===== src/rtl/zxuno_sram_pkg.sv =====
// Shared types and constants for the SRAM arbiter.
//   state_e   : access sequencer states
//   OWN_*     : bus owner codes as driven on the owner output
//   REQ_*     : bit positions of each requester in request/grant vectors
package zxuno_sram_pkg;

  typedef enum logic [2:0] {
    StIdle,
    StRd,
    StRdAck,
    StWrSetup,
    StWrPulse,
    StWrHold
  } state_e;

  localparam logic [1:0] OWN_VID  = 2'd0;
  localparam logic [1:0] OWN_CPU  = 2'd1;
  localparam logic [1:0] OWN_DMA  = 2'd2;
  localparam logic [1:0] OWN_NONE = 2'd3;

  localparam int unsigned REQ_VID = 0;
  localparam int unsigned REQ_CPU = 1;
  localparam int unsigned REQ_DMA = 2;

endpackage


===== src/rtl/sram_arb_prio.sv =====
// Combinational fixed-priority picker for the SRAM arbiter.
//   req_i       : masked request vector {dma, cpu, vid}
//   dma_first_i : DMA has been skipped too often; rank it above the CPU
//   gnt_o       : one-hot grant {dma, cpu, vid}, zero when nothing requests
//   owner_o     : owner code of the winner, OWN_NONE when nothing requests
module sram_arb_prio
  import zxuno_sram_pkg::*;
(
  input  logic [2:0] req_i,
  input  logic       dma_first_i,
  output logic [2:0] gnt_o,
  output logic [1:0] owner_o
);

  always_comb begin
    gnt_o   = 3'b000;
    owner_o = OWN_NONE;
    if (req_i[REQ_VID]) begin
      gnt_o[REQ_VID] = 1'b1;
      owner_o        = OWN_VID;
    end else if (dma_first_i && req_i[REQ_DMA]) begin
      gnt_o[REQ_DMA] = 1'b1;
      owner_o        = OWN_DMA;
    end else if (req_i[REQ_CPU]) begin
      gnt_o[REQ_CPU] = 1'b1;
      owner_o        = OWN_CPU;
    end else if (req_i[REQ_DMA]) begin
      gnt_o[REQ_DMA] = 1'b1;
      owner_o        = OWN_DMA;
    end
  end

endmodule


===== src/rtl/sram_arbiter.sv =====
// Shares one asynchronous SRAM port between the ULA video fetch (read-only), the Z80 CPU
// and a low-priority DMA port, sequencing fixed-timing read and write cycles.
//   clk, rst                      : system clock, synchronous active-high reset
//   vid_req/addr/ack              : video read port
//   cpu_req/we/addr/wdata/ack     : CPU read/write port
//   dma_req/we/addr/wdata/ack     : DMA read/write port
//   rdata                         : last captured read byte
//   owner                         : current bus owner (0 vid, 1 cpu, 2 dma, 3 none)
//   sram_addr/wdata/oe/rdata/we_n : SRAM pin side; the top level owns the data tristate
module sram_arbiter
  import zxuno_sram_pkg::*;
#(
  parameter int unsigned RD_CYCLES    = 2,
  parameter int unsigned WE_CYCLES    = 1,
  parameter int unsigned DMA_MAX_SKIP = 8
) (
  input  logic        clk,
  input  logic        rst,
  input  logic        vid_req,
  input  logic [18:0] vid_addr,
  output logic        vid_ack,
  input  logic        cpu_req,
  input  logic        cpu_we,
  input  logic [18:0] cpu_addr,
  input  logic [7:0]  cpu_wdata,
  output logic        cpu_ack,
  input  logic        dma_req,
  input  logic        dma_we,
  input  logic [18:0] dma_addr,
  input  logic [7:0]  dma_wdata,
  output logic        dma_ack,
  output logic [7:0]  rdata,
  output logic [1:0]  owner,
  output logic [18:0] sram_addr,
  output logic [7:0]  sram_wdata,
  output logic        sram_oe,
  input  logic [7:0]  sram_rdata,
  output logic        sram_we_n
);

  localparam int unsigned CntW  = 8;
  localparam int unsigned SkipW = $clog2(DMA_MAX_SKIP + 1);

  state_e            state_q, state_d;
  logic [1:0]        owner_q, owner_d;
  logic [18:0]       addr_q, addr_d;
  logic [7:0]        wdata_q, wdata_d;
  logic [7:0]        rdata_q, rdata_d;
  logic [SkipW-1:0]  skip_q, skip_d;
  logic [CntW-1:0]   cnt_q, cnt_d;
  logic              we_n_q, we_n_d;

  logic [2:0] ack_vec;
  logic [2:0] cand;
  logic [2:0] gnt;
  logic [1:0] win_owner;
  logic       dma_first;

  // The ack of the finishing access is visible during RD_ACK / WR_HOLD; that port is masked
  // from the arbitration at the end of the same cycle.
  always_comb begin
    ack_vec = 3'b000;
    if (state_q == StRdAck || state_q == StWrHold) begin
      case (owner_q)
        OWN_VID: ack_vec[REQ_VID] = 1'b1;
        OWN_CPU: ack_vec[REQ_CPU] = 1'b1;
        OWN_DMA: ack_vec[REQ_DMA] = 1'b1;
        default: ack_vec = 3'b000;
      endcase
    end
  end

  assign cand      = {dma_req, cpu_req, vid_req} & ~ack_vec;
  assign dma_first = (skip_q == SkipW'(DMA_MAX_SKIP));

  sram_arb_prio u_prio (
    .req_i       (cand),
    .dma_first_i (dma_first),
    .gnt_o       (gnt),
    .owner_o     (win_owner)
  );

  always_comb begin
    state_d = state_q;
    owner_d = owner_q;
    addr_d  = addr_q;
    wdata_d = wdata_q;
    rdata_d = rdata_q;
    skip_d  = skip_q;
    cnt_d   = cnt_q;
    case (state_q)
      StRd: begin
        if (cnt_q == '0) begin
          state_d = StRdAck;
          rdata_d = sram_rdata;
        end else begin
          cnt_d = cnt_q - 1'b1;
        end
      end
      StWrSetup: begin
        state_d = StWrPulse;
        cnt_d   = CntW'(WE_CYCLES - 1);
      end
      StWrPulse: begin
        if (cnt_q == '0) begin
          state_d = StWrHold;
        end else begin
          cnt_d = cnt_q - 1'b1;
        end
      end
      default: begin
        // StIdle, StRdAck, StWrHold: arbitration point
        owner_d = win_owner;
        cnt_d   = CntW'(RD_CYCLES - 1);
        state_d = StIdle;
        if (gnt[REQ_VID]) begin
          addr_d  = vid_addr;
          state_d = StRd;
        end else if (gnt[REQ_CPU]) begin
          addr_d  = cpu_addr;
          state_d = cpu_we ? StWrSetup : StRd;
          if (cpu_we) wdata_d = cpu_wdata;
          if (cand[REQ_DMA] && !dma_first) skip_d = skip_q + 1'b1;
        end else if (gnt[REQ_DMA]) begin
          addr_d  = dma_addr;
          state_d = dma_we ? StWrSetup : StRd;
          if (dma_we) wdata_d = dma_wdata;
          skip_d  = '0;
        end
      end
    endcase
    we_n_d = (state_d != StWrPulse);
  end

  always_ff @(posedge clk) begin
    if (rst) begin
      state_q <= StIdle;
      owner_q <= OWN_NONE;
      addr_q  <= '0;
      wdata_q <= '0;
      rdata_q <= '0;
      skip_q  <= '0;
      cnt_q   <= '0;
      we_n_q  <= 1'b1;
    end else begin
      state_q <= state_d;
      owner_q <= owner_d;
      addr_q  <= addr_d;
      wdata_q <= wdata_d;
      rdata_q <= rdata_d;
      skip_q  <= skip_d;
      cnt_q   <= cnt_d;
      we_n_q  <= we_n_d;
    end
  end

  assign vid_ack    = ack_vec[REQ_VID];
  assign cpu_ack    = ack_vec[REQ_CPU];
  assign dma_ack    = ack_vec[REQ_DMA];
  assign rdata      = rdata_q;
  assign owner      = owner_q;
  assign sram_addr  = addr_q;
  assign sram_wdata = wdata_q;
  assign sram_we_n  = we_n_q;
  assign sram_oe    = (state_q == StWrSetup) || (state_q == StWrPulse) || (state_q == StWrHold);

endmodule


===== config.mk =====
export PLATFORM = sky130hd
export DESIGN_NAME = sram_arbiter
export DESIGN_NICKNAME = d
export VERILOG_FILES = /design/src/rtl/zxuno_sram_pkg.sv /design/src/rtl/sram_arb_prio.sv /design/src/rtl/sram_arbiter.sv
export SDC_FILE = /design/constraint.sdc
export NUM_CORES = 1
export LEC_CHECK = 0
export ABC_AREA = 1
export CAP_MARGIN = 5
export CELL_PAD_IN_SITES_DETAIL_PLACEMENT = 2
export CELL_PAD_IN_SITES_GLOBAL_PLACEMENT = 2
export CORE_ASPECT_RATIO = 1.1
export CORE_MARGIN = 3
export CORE_UTILIZATION = 21
export CTS_CLUSTER_DIAMETER = 40
export DETAILED_ROUTE_END_ITERATION = 16
export GPL_ROUTABILITY_DRIVEN = 0
export GPL_TIMING_DRIVEN = 0
export HOLD_SLACK_MARGIN = 0.02
export PLACE_DENSITY_LB_ADDON = 0.1
export REMOVE_ABC_BUFFERS = 1
export SETUP_SLACK_MARGIN = 0.1
export SKIP_CTS_REPAIR_TIMING = 1
export SYNTH_ARGS = -nofsm -noshare
export SYNTH_HDL_FRONTEND = slang
export SYNTH_HIERARCHICAL = 1
export SYNTH_SLANG_ARGS = --single-unit

===== constraint.sdc =====
create_clock -name clk -period 2.7 [get_ports clk]
set_clock_uncertainty 0.15 [all_clocks]
set_input_delay 0.405 -clock clk [delete_from_list [all_inputs] [get_ports clk]]
set_output_delay 0.405 -clock clk [all_outputs]
set_load 0.05 [all_outputs]

==> results.py, run 1 <==
metrics = {
    "logic_synthesis": {
        "async_reset_ff_share_pct": 0,
        "synth-edff-count": 0,
        "yosysUniqueCellTypes": 32,
        "synthAdderAreaFrac_pct": 1.78,
        "synth_area_leaders": "dfxtp_1 (38%), nand2_1 (13%), nor2_1 (13%), o21ai_1 (4.8%), a31oi_1 (4.2%)",
        "synth_seq_cells": 53,
        "synth-xor-area-share_pct": 0.934,
        "muxShareOfSynthArea_pct": 0,
        "seq_area_frac_synth_pct": 37.7,
        "synth_top_area_cell": "dfxtp_1",
        "synth_simple_gate_area_share_pct": 35.7,
        "syn_area_per_cell_um2": 6.59,
        "yosys_warnings": 6,
        "syn-cell-area_mm2": 0.00281,
        "postSynthCellCount": 427,
        "synth_top_family_by_area": "simple AND/OR/NAND/NOR gates",
        "synth.top_cell.area_share_pct": 37.7,
        "synthFlopType": "dfxtp_1",
        "synth_compound_area_share_pct": 14.9,
    },
    "clock_network": {
        "htree_levels": 2,
        "cts_buffers": 5,
        "clkLatencyLatePin_ns": 0.30,
        "cts_root_buf": "clkbuf_16",
        "clkSlewWorstSetupHoldPaths_ns": 0.07,
        "cts_tree": "done",
        "cts_sinks": 53,
        "clock_tree.buffer_depth": 2,
    },
    "floorplan": {
        "dieHeight_um": 127,
        "start_util_pct": 21.9,
        "io_pins": 130,
        "core.rowCount": 43,
        "fp.dieW_um": 116,
        "coreArea_mm2": 0.0129,
        "dieArea_mm2": 0.0148,
    },
    "placement": {
        "io_buffers": 129,
        "post-dp-hpwl_mm": 8.07,
    },
    "global_route": {
        "grt_antenna_before_repair": 0,
        "grt_use_total_pct": 15.0,
        "grt_max_degree": 40,
        "grt_overflow": 0,
        "grt_pass1_vias": 3570,
        "grt_pass1_wl_mm": 17.6,
    },
    "power": {
        "powerDensity_mw_per_mm2": 999,
        "leakagePower_uw": 0.00198,
        "ir_drop_uv": 281,
    },
    "setup_path": {
        "critPathArrivalTime_ns": 1.90,
        "path_class": "reg -> out",
        "cp_common_cell": "inv_1",
        "regToRegSetupSlack_ns": 0.29,
        "slowest_stage": "clkdlybuf4s50_1",
        "crit_fanout": 4,
        "worst_ep_required_time_ns": 2.14,
        "crit_chain": "inv_1, nor2_1, nand2_1, inv_1, clkdlybuf4s50_1",
        "crit_path_end_kind": "output pin",
        "critPathLaunchType": "flip-flop",
        "max_stage_delay_ns": 0.80,
    },
    "finish": {
        "final_common_cell": "clkdlybuf4s50_1",
        "layout.nets": 661,
        "final_layout_size_suffix_gt1_share_pct": 13.2,
        "syn2layout_area_growth_pct": 68.4,
        "layout_common_cells": "clkdlybuf4s50_1 (127), nand2_1 (96), nor2_1 (94)",
        "diodes": 0,
    },
    "detailed_routing": {
        "drc": 0,
        "drtAntennaViolNets": 0,
        "via_count": 3328,
        "drt_pass1_iterations": 4,
        "wl_per_cell_um": 16.4,
        "drt_iter0_markers": 46,
        "wl_mm": 11.9,
        "via_per_inst": 4.58,
    },
    "timing": {
        "setup_viol": 0,
        "slew_headroom_pct": 22.8,
        "rsz0062_at_grt": "true",
        "min_period_ns": 2.45,
        "tightest_slew_ns": 1.16,
        "finalMaxSlewViolations": 0,
        "whs_ns": 0.345,
        "finalHoldViolations": 0,
        "fin_crit_sh_pct": 90.8,
        "fmax_ghz": 0.408,
        "setup_tns_ns": 0,
    },
    "run_status": {
        "outcome": "finished clean",
    },
    "worst_hold_path": {
        "min_path_type": "reg -> reg",
    },
    "job": {
        "cap_violations": 0,
    },
}
==> layer usage <==
layer / global-route usage, % / share of wire, % / routed length, µm
met1: 15.9 / 41 / 4890
met2: 26.9 / 49 / 5840
met3: 6.68 / 8.8 / 1050
met4: 3.69 / 0.99 / 118
met5: 0 / 0 / 0
==> flip-flops by register name, summed over array words and instances, names as in the netlist <==
register,cells
sram_addr,19
cnt_q,8
rdata,8
sram_wdata,8
skip_q,4
state_q,3
owner,2
sram_we_n,1
==> layout make-up <==
type,instances,area (µm²)
timing repair inverter,1,7.51
clock inverter,2,35.0
inverter,35,151
timing repair buffer,150,1560
multi-input combinational,323,1600
clock buffer,5,125
fill,1510,8120
tap,157,196
sequential,53,1060
==> Yosys cell counts (2+ instances only) <==
master,count
nand2_1,98
nor2_1,98
dfxtp_1,53
inv_1,29
o21ai_1,27
a31oi_1,19
nand3_1,16
nor2_2,16
o21ai_0,13
a21oi_1,12
clkbuf_1,11
ha_1,4
inv_2,4
nor3_1,4
buf_2,3
buf_6,2
o21ai_4,2
xor2_1,2
==> worst paths after layout <==
path,startpoint,endpoint,cells past startpoint
worst min register to register,sram_addr[12],sram_addr[12],2
worst min-delay path,sram_addr[12],sram_addr[12],2
worst max-delay path,owner[1],dma_ack,5
worst max register to register,state_q[1],sram_wdata[6],16
==> report_power, final <==
| part | internal, µW | leakage [µW] | switching, µW |
|---|---|---|---|
| Sequential | 1030 | 0.000437 | 167 |
| Combinational | 979 | 0.00146 | 1820 |
| Clock | 431 | 0.0000797 | 300 |
==> per-stage QoR <==
stage               power [µW]  area (µm²)  instances  util [%]  setup WS [ns]
floorplan                 2870        2700        408         -          -2.11
global placement          3690        4190        694      32.6          -3.03
detailed placement        3770        4200        694      32.7          -1.34
CTS                       4530        4360        701      33.9          -1.26
global route              5120        4740        726      36.9         0.0139
finish                    4740        4740        726      36.9          0.250
==> worst max-delay path: cells and delay by family (launching register included) <==
family        cells  cell delay, ns
flops             1            0.44
buf+inv           3            0.98
simple gates      2            0.17
==> cell families (layout without fill, tap and decap cells) <==
kind of cell,Yosys count,in the layout
DFF,53,53
and+or+nand+nor,239,241
adders and majority gates,4,4
AOI/OAI and AO/OA,74,75
xor gates and xnor gates,3,3
buffers and inverters,54,193
Note: power is estimated with default switching activity, not from simulation.
==> inputs of run 2 (changes only) <==
--- a/config.mk
+++ b/config.mk
@@ -20,7 +20,6 @@
 export PLACE_DENSITY_LB_ADDON = 0.1
 export REMOVE_ABC_BUFFERS = 1
 export SETUP_SLACK_MARGIN = 0.1
-export SKIP_CTS_REPAIR_TIMING = 1
 export SYNTH_ARGS = -nofsm -noshare
 export SYNTH_HDL_FRONTEND = slang
 export SYNTH_HIERARCHICAL = 1
==> constraint.sdc (replaced) <==
create_clock -name clk -period 2.5 [get_ports clk]
set_clock_uncertainty 0.15 [all_clocks]
set_input_delay 0.375 -clock clk [delete_from_list [all_inputs] [get_ports clk]]
set_output_delay 0.375 -clock clk [all_outputs]
set_load 0.05 [all_outputs]
==> run 2 against run 1 <==
Compared with the run above:
- register-to-register slack worse by 0.11 ns
- worst hold slack worse by 0.0090 ns
- die area stayed put
- critical path type is now reg -> reg
- sequential cell count stayed put
- cell count is 2.1% higher
- critical endpoint is now skip_q[3]
- sequential power is 10% higher
- largest cell class is now non-clock buffers
- critical path depth is 10 higher
==> results.py, run 2 (same netlist as run 1, synthesis figures left out) <==
metrics = {
    "run_status": {
        "outcome": "finished clean",
    },
    "power": {
        "powerDensity_mw_per_mm2": 1050,
        "p_clk_share_pct": 15.1,
        "p_sw_share_pct": 48.2,
        "intPower_uw": 2720,
        "power.share.sequential_pct": 25.2,
        "ir_drop_uv": 334,
        "power_switching_uw": 2520,
        "leakagePower_uw": 0.00206,
        "combPwrFrac_pct": 59.6,
    },
    "global_route": {
        "grt_pass1_vias": 3766,
        "grt_overflow": 0,
        "grt_antenna_before_repair": 0,
        "grt_pass1_wl_mm": 19.3,
        "grt_max_degree": 37,
        "grt_use_total_pct": 16.8,
    },
    "job": {
        "cap_violations": 0,
    },
    "detailed_routing": {
        "via_per_inst": 4.58,
        "via_count": 3395,
        "drtAntennaViolNets": 0,
        "wl_per_cell_um": 17.1,
        "drt_iter0_markers": 67,
        "drt_pass1_iterations": 4,
        "wl_mm": 12.7,
        "drc": 0,
    },
    "setup_path": {
        "crit_fanout": 6,
        "critPathBufInv": 3,
        "rr_endpoint": "skip_q[3]",
        "regToRegSetupSlack_ns": 0.18,
        "slowest_stage": "dfxtp_4",
        "reg2reg_depth": 15,
        "critPathLaunchType": "flip-flop",
        "crit_path_end_kind": "flip-flop",
        "critPathArrivalTime_ns": 2.38,
        "path_class": "reg -> reg",
        "worst_ep_required_time_ns": 2.56,
        "crit_chain": "inv_4, nand3_2, nand2_2, inv_4, nor3_4, nor2_4, nand2_2, nand2_2, nor2_4, or2_4, nand3_4, nor2_4, buf_4, nand3_1, a21oi_1",
        "reg2reg_from": "state_q[1]",
        "max_stage_delay_ns": 0.37,
        "crit_family": "simple AND/OR/NAND/NOR gates",
    },
    "timing": {
        "rsz0062_at_grt": "true",
        "min_period_ns": 2.32,
        "fin_crit_sh_pct": 92.8,
        "fmax_ghz": 0.431,
        "slew_headroom_pct": 50.7,
        "tightest_slew_ns": 0.737,
        "setup_viol": 0,
        "finalMaxSlewViolations": 0,
        "finalHoldViolations": 0,
    },
    "finish": {
        "diodes": 0,
        "layout.cells.non_filler": 741,
        "largest_reg_flops": 19,
        "syn2layout_area_growth_pct": 76.7,
        "layout.nets": 676,
        "final_layout_size_suffix_gt1_share_pct": 19.0,
        "multi_input_area_mm2": 0.00166,
        "final_common_cell": "clkdlybuf4s50_1",
        "seq_area_mm2": 0.00107,
        "layout_common_cells": "clkdlybuf4s50_1 (125), nor2_1 (92), nand2_1 (90)",
        "fill_cells": 1494,
        "post-route-util_pct": 38.7,
    },
    "clock_network": {
        "cts_sinks": 53,
        "htree_levels": 2,
        "cts_root_buf": "clkbuf_16",
        "clock_tree.buffer_depth": 2,
        "clkLatencyLatePin_ns": 0.30,
        "cts_tree": "done",
        "hold_buffers": 0,
        "clkSlewWorstSetupHoldPaths_ns": 0.07,
        "cts_buffers": 5,
    },
    "placement": {
        "post-dp-hpwl_mm": 8.07,
        "io_buffers": 129,
        "dp_cells": 694,
    },
    "floorplan": {
        "core.rowCount": 43,
        "io_pins": 130,
        "coreArea_mm2": 0.0129,
        "dieArea_mm2": 0.0148,
        "start_util_pct": 21.9,
        "dieHeight_um": 127,
        "fp.dieW_um": 116,
    },
    "worst_hold_path": {
        "min_path_type": "reg -> reg",
        "hold_depth": 2,
        "holdCritStartpoint": "sram_addr[16]",
        "holdPathEnd": "sram_addr[16]",
    },
}
-- run 2: metrics by stage --
| step | power [µW] | hold WS, ns | worst slack [ns] | setup TNS, ns | area (µm²) |
|---|---|---|---|---|---|
| after floorplan | 3100 | 0.294 | -2.31 | -71.74 | 2700 |
| after detailed placement | 4070 | 0.335 | -1.51 | -40.85 | 4200 |
| after global placement | 3990 | 0.312 | -3.20 | -96.65 | 4190 |
| final | 5240 | 0.336 | 0.179 | 0 | 4970 |
| after global routing | 5660 | 0.380 | -0.00200 | -0.00200 | 4970 |
| after CTS | 5110 | 0.349 | 0.0452 | 0 | 4670 |
-- run 2: layer usage --
| layer | global-route usage (%) | routed length, µm |
|---|---|---|
| met5 | 0 | 0 |
| met4 | 4.03 | 135 |
| met3 | 6.16 | 909 |
| met2 | 30.0 | 6470 |
| met1 | 18.8 | 5140 |
-- run 2: area by class of cell --
class	count	share of cell area [%]
inverters	35	3.32
well taps	157	3.95
repair inverters	4	0.604
multi-input cells	322	33.5
clock inverters	2	0.705
clock buffers	5	2.52
repair buffers	163	33.8
flip-flops and latches	53	21.6
-- run 2: worst max-delay path by stage --
stage	endpoint	depth (start not counted)	from	slack, ns
2_1_floorplan	sram_wdata[0]	13	state_q[0]	-2.31
3_3_place_gp	sram_wdata[5]	12	cpu_req	-3.20
3_5_place_dp	sram_wdata[6]	11	vid_req	-1.51
4_1_cts	sram_wdata[6]	16	state_q[1]	0.05
5_1_grt	skip_q[3]	15	state_q[1]	-0.002
6_report	skip_q[3]	15	state_q[1]	0.18
-- run 2: power groups by stage --
stage | clock network [µW] | registers, µW | logic, µW
after detailed placement | 0 | 1310 | 2760
final | 793 | 1320 | 3130
after floorplan | 0 | 1960 | 1140
after global routing | 855 | 1370 | 3440
after global placement | 0 | 1290 | 2700
after CTS | 822 | 1300 | 2990
-- run 2: what timing repair did --
| action | 4_1_cts | 5_1_grt |
|---|---|---|
| gates resized for setup | 25 | 43 |
| cloned | 5 | 1 |
| setup endpoints to repair | 40 | 45 |
| buffers inserted | 16 | 18 |
| pin swaps | 4 | 20 |
-- run 2: worst reg2reg max path, cell delays in order, from the launching register on --
cell and delay [ns]:
dfxtp_4 0.37, inv_4 0.06, nand3_2 0.07, nand2_2 0.11, inv_4 0.06, nor3_4 0.23
nor2_4 0.09, nand2_2 0.06, nand2_2 0.06, nor2_4 0.12, or2_4 0.18, nand3_4 0.09
nor2_4 0.22, buf_4 0.14, nand3_1 0.07, a21oi_1 0.15
==> inputs of run 3 (changes only) <==
--- a/config.mk
+++ b/config.mk
@@ -7,11 +7,11 @@
 export LEC_CHECK = 0
 export ABC_AREA = 1
 export CAP_MARGIN = 5
-export CELL_PAD_IN_SITES_DETAIL_PLACEMENT = 2
-export CELL_PAD_IN_SITES_GLOBAL_PLACEMENT = 2
+export CELL_PAD_IN_SITES_DETAIL_PLACEMENT = 0
+export CELL_PAD_IN_SITES_GLOBAL_PLACEMENT = 1
 export CORE_ASPECT_RATIO = 1.1
 export CORE_MARGIN = 3
-export CORE_UTILIZATION = 21
+export CORE_UTILIZATION = 30
 export CTS_CLUSTER_DIAMETER = 40
 export DETAILED_ROUTE_END_ITERATION = 16
 export GPL_ROUTABILITY_DRIVEN = 0
==> constraint.sdc (replaced) <==
create_clock -name clk -period 2.7 [get_ports clk]
set_clock_uncertainty 0.15 [all_clocks]
set_input_delay 0.405 -clock clk [delete_from_list [all_inputs] [get_ports clk]]
set_output_delay 0.405 -clock clk [all_outputs]
set_load 0.05 [all_outputs]
==> run 3 against run 2 <==
Compared with the run above:
- critical path depth shrank 10
- sequential cell count is the same
- sequential power shrank 9%
- die area shrank 29%
- count of clock-buffer cells in the layout is the same
- cell count shrank 7.7%
- register-to-register slack gained 0.15 ns
- global-route usage grew 0.056 points
- power shrank 15%
- clock power shrank 29%
- utilization grew 13 points
==> results.py, run 3 (same netlist as run 1, synthesis figures left out) <==
metrics = {
    "clock_network": {
        "htree_levels": 2,
        "cts_buffers": 5,
        "cts_sinks": 53,
        "clock_tree.buffer_depth": 2,
        "cts_root_buf": "clkbuf_8",
        "clkSlewWorstSetupHoldPaths_ns": 0.10,
        "cts_tree": "done",
        "clkLatencyLatePin_ns": 0.32,
    },
    "finish": {
        "final_layout_size_suffix_gt1_share_pct": 13.5,
        "post-route-util_pct": 51.2,
        "syn2layout_area_growth_pct": 64.0,
        "diodes": 0,
        "layout.cells.non_filler": 684,
        "largest_reg_flops": 19,
        "fill_cells": 925,
        "final_common_cell": "clkdlybuf4s50_1",
        "multi_input_area_mm2": 0.00157,
        "postLayoutCellArea_mm2": 0.00462,
        "layout.nets": 661,
        "layout_common_cells": "clkdlybuf4s50_1 (127), nand2_1 (96), nor2_1 (93)",
        "seq_area_mm2": 0.00106,
    },
    "detailed_routing": {
        "drtAntennaViolNets": 0,
        "wl_mm": 9.68,
        "wl_per_cell_um": 14.2,
        "drt_pass1_iterations": 4,
        "via_count": 3161,
        "via_per_inst": 4.62,
        "drt_iter0_markers": 90,
        "drc": 0,
    },
    "setup_path": {
        "regToRegSetupSlack_ns": 0.33,
        "reg2reg_from": "state_q[1]",
        "worst_ep_required_time_ns": 2.14,
        "crit_fanout": 4,
        "rr_endpoint": "skip_q[3]",
        "reg2reg_depth": 16,
        "crit_path_end_kind": "output pin",
        "critPathArrivalTime_ns": 1.95,
        "path_class": "reg -> out",
        "critPathLaunchType": "flip-flop",
    },
    "worst_hold_path": {
        "holdPathEnd": "sram_addr[2]",
        "hold_depth": 2,
        "min_path_type": "reg -> reg",
        "holdCritStartpoint": "sram_addr[2]",
    },
    "timing": {
        "finalHoldViolations": 0,
        "whs_ns": 0.339,
        "min_period_ns": 2.50,
        "fmax_ghz": 0.400,
        "rsz0062_at_grt": "true",
        "slew_headroom_pct": 29.7,
        "finalMaxSlewViolations": 0,
        "setup_tns_ns": 0,
        "tightest_slew_ns": 1.05,
        "setup_viol": 0,
        "fin_crit_sh_pct": 92.7,
    },
    "power": {
        "powerDensity_mw_per_mm2": 969,
        "leakagePower_uw": 0.00195,
        "ir_drop_uv": 336,
    },
    "floorplan": {
        "io_pins": 130,
        "start_util_pct": 31.2,
        "dieHeight_um": 108,
        "core.rowCount": 36,
        "coreArea_mm2": 0.00901,
        "dieArea_mm2": 0.0106,
        "fp.dieW_um": 98.3,
    },
    "placement": {
        "dpl_cell_area_mm2": 0.00417,
        "dp_cells": 652,
        "post-dp-hpwl_mm": 6.23,
        "io_buffers": 129,
    },
    "job": {
        "cap_violations": 0,
    },
    "global_route": {
        "grt_max_degree": 37,
        "grt_antenna_before_repair": 0,
        "grt_overflow": 0,
        "grt_pass1_wl_mm": 14.3,
        "grt_pass1_vias": 2910,
        "grt_use_total_pct": 16.9,
    },
    "run_status": {
        "outcome": "finished clean",
    },
}
run 3: routing by layer:
layer | GRT usage, % | part of all wire, %
met2 | 29.8 | 49
met1 | 19.6 | 42
met4 | 4.10 | 1.0
met5 | 0 | 0
met3 | 5.83 | 8.0
run 3: what timing repair did:
action / 4_1_cts / 5_1_grt
hold buffers: 0 / 0
resized for setup: 12 / 16
endpoints found under the setup margin: 36 / 34
buffers inserted: 6 / 13
gates cloned: 3 / 2
pin swaps: 3 / 9
run 3: area by class of cell:
class	instances	area share, %
Sequential cell	53	23.1
Clock buffer	5	1.49
Timing Repair inverter	3	0.488
Multi-Input combinational cell	321	34.1
Timing Repair Buffer	150	33.6
Clock inverter	3	0.949
Inverter	35	3.23
Tap cell	114	3.09
run 3: worst max path at each step:
stage          startpoint       endpoint  slack [ns]  depth (start not counted)
2_1_floorplan  state_q[0]  sram_wdata[0]       -2.11                         13
4_1_cts        state_q[1]        cpu_ack        0.11                          6
5_1_grt          owner[1]        dma_ack        0.06                          5
3_5_place_dp      vid_req  sram_wdata[3]       -1.24                         12
6_report         owner[1]        dma_ack        0.20                          5
3_3_place_gp      cpu_req  sram_wdata[3]       -2.68                         12
run 3: critical path, stage by stage, from the launching register on:
cell             delay (ns)
dfxtp_1                0.46
inv_1                  0.09
nor2_1                 0.09
nand2_1                0.07
inv_1                  0.11
clkdlybuf4s50_1        0.81
run 3: where the power goes:
| part | switching [µW] | total (µW) | internal, µW |
|---|---|---|---|
| logic | 1730 | 2710 | 984 |
| registers | 164 | 1200 | 1030 |
| clock network | 286 | 564 | 278 |
| total | 2180 | 4470 | 2300 |
run 3: stage by stage:
step / total power (µW) / setup WS, ns
after floorplan: 2870 / -2.11
after global placement: 3640 / -2.68
after detailed placement: 3660 / -1.24
after CTS: 4340 / 0.112
after global routing: 4810 / 0.0613
final: 4470 / 0.197
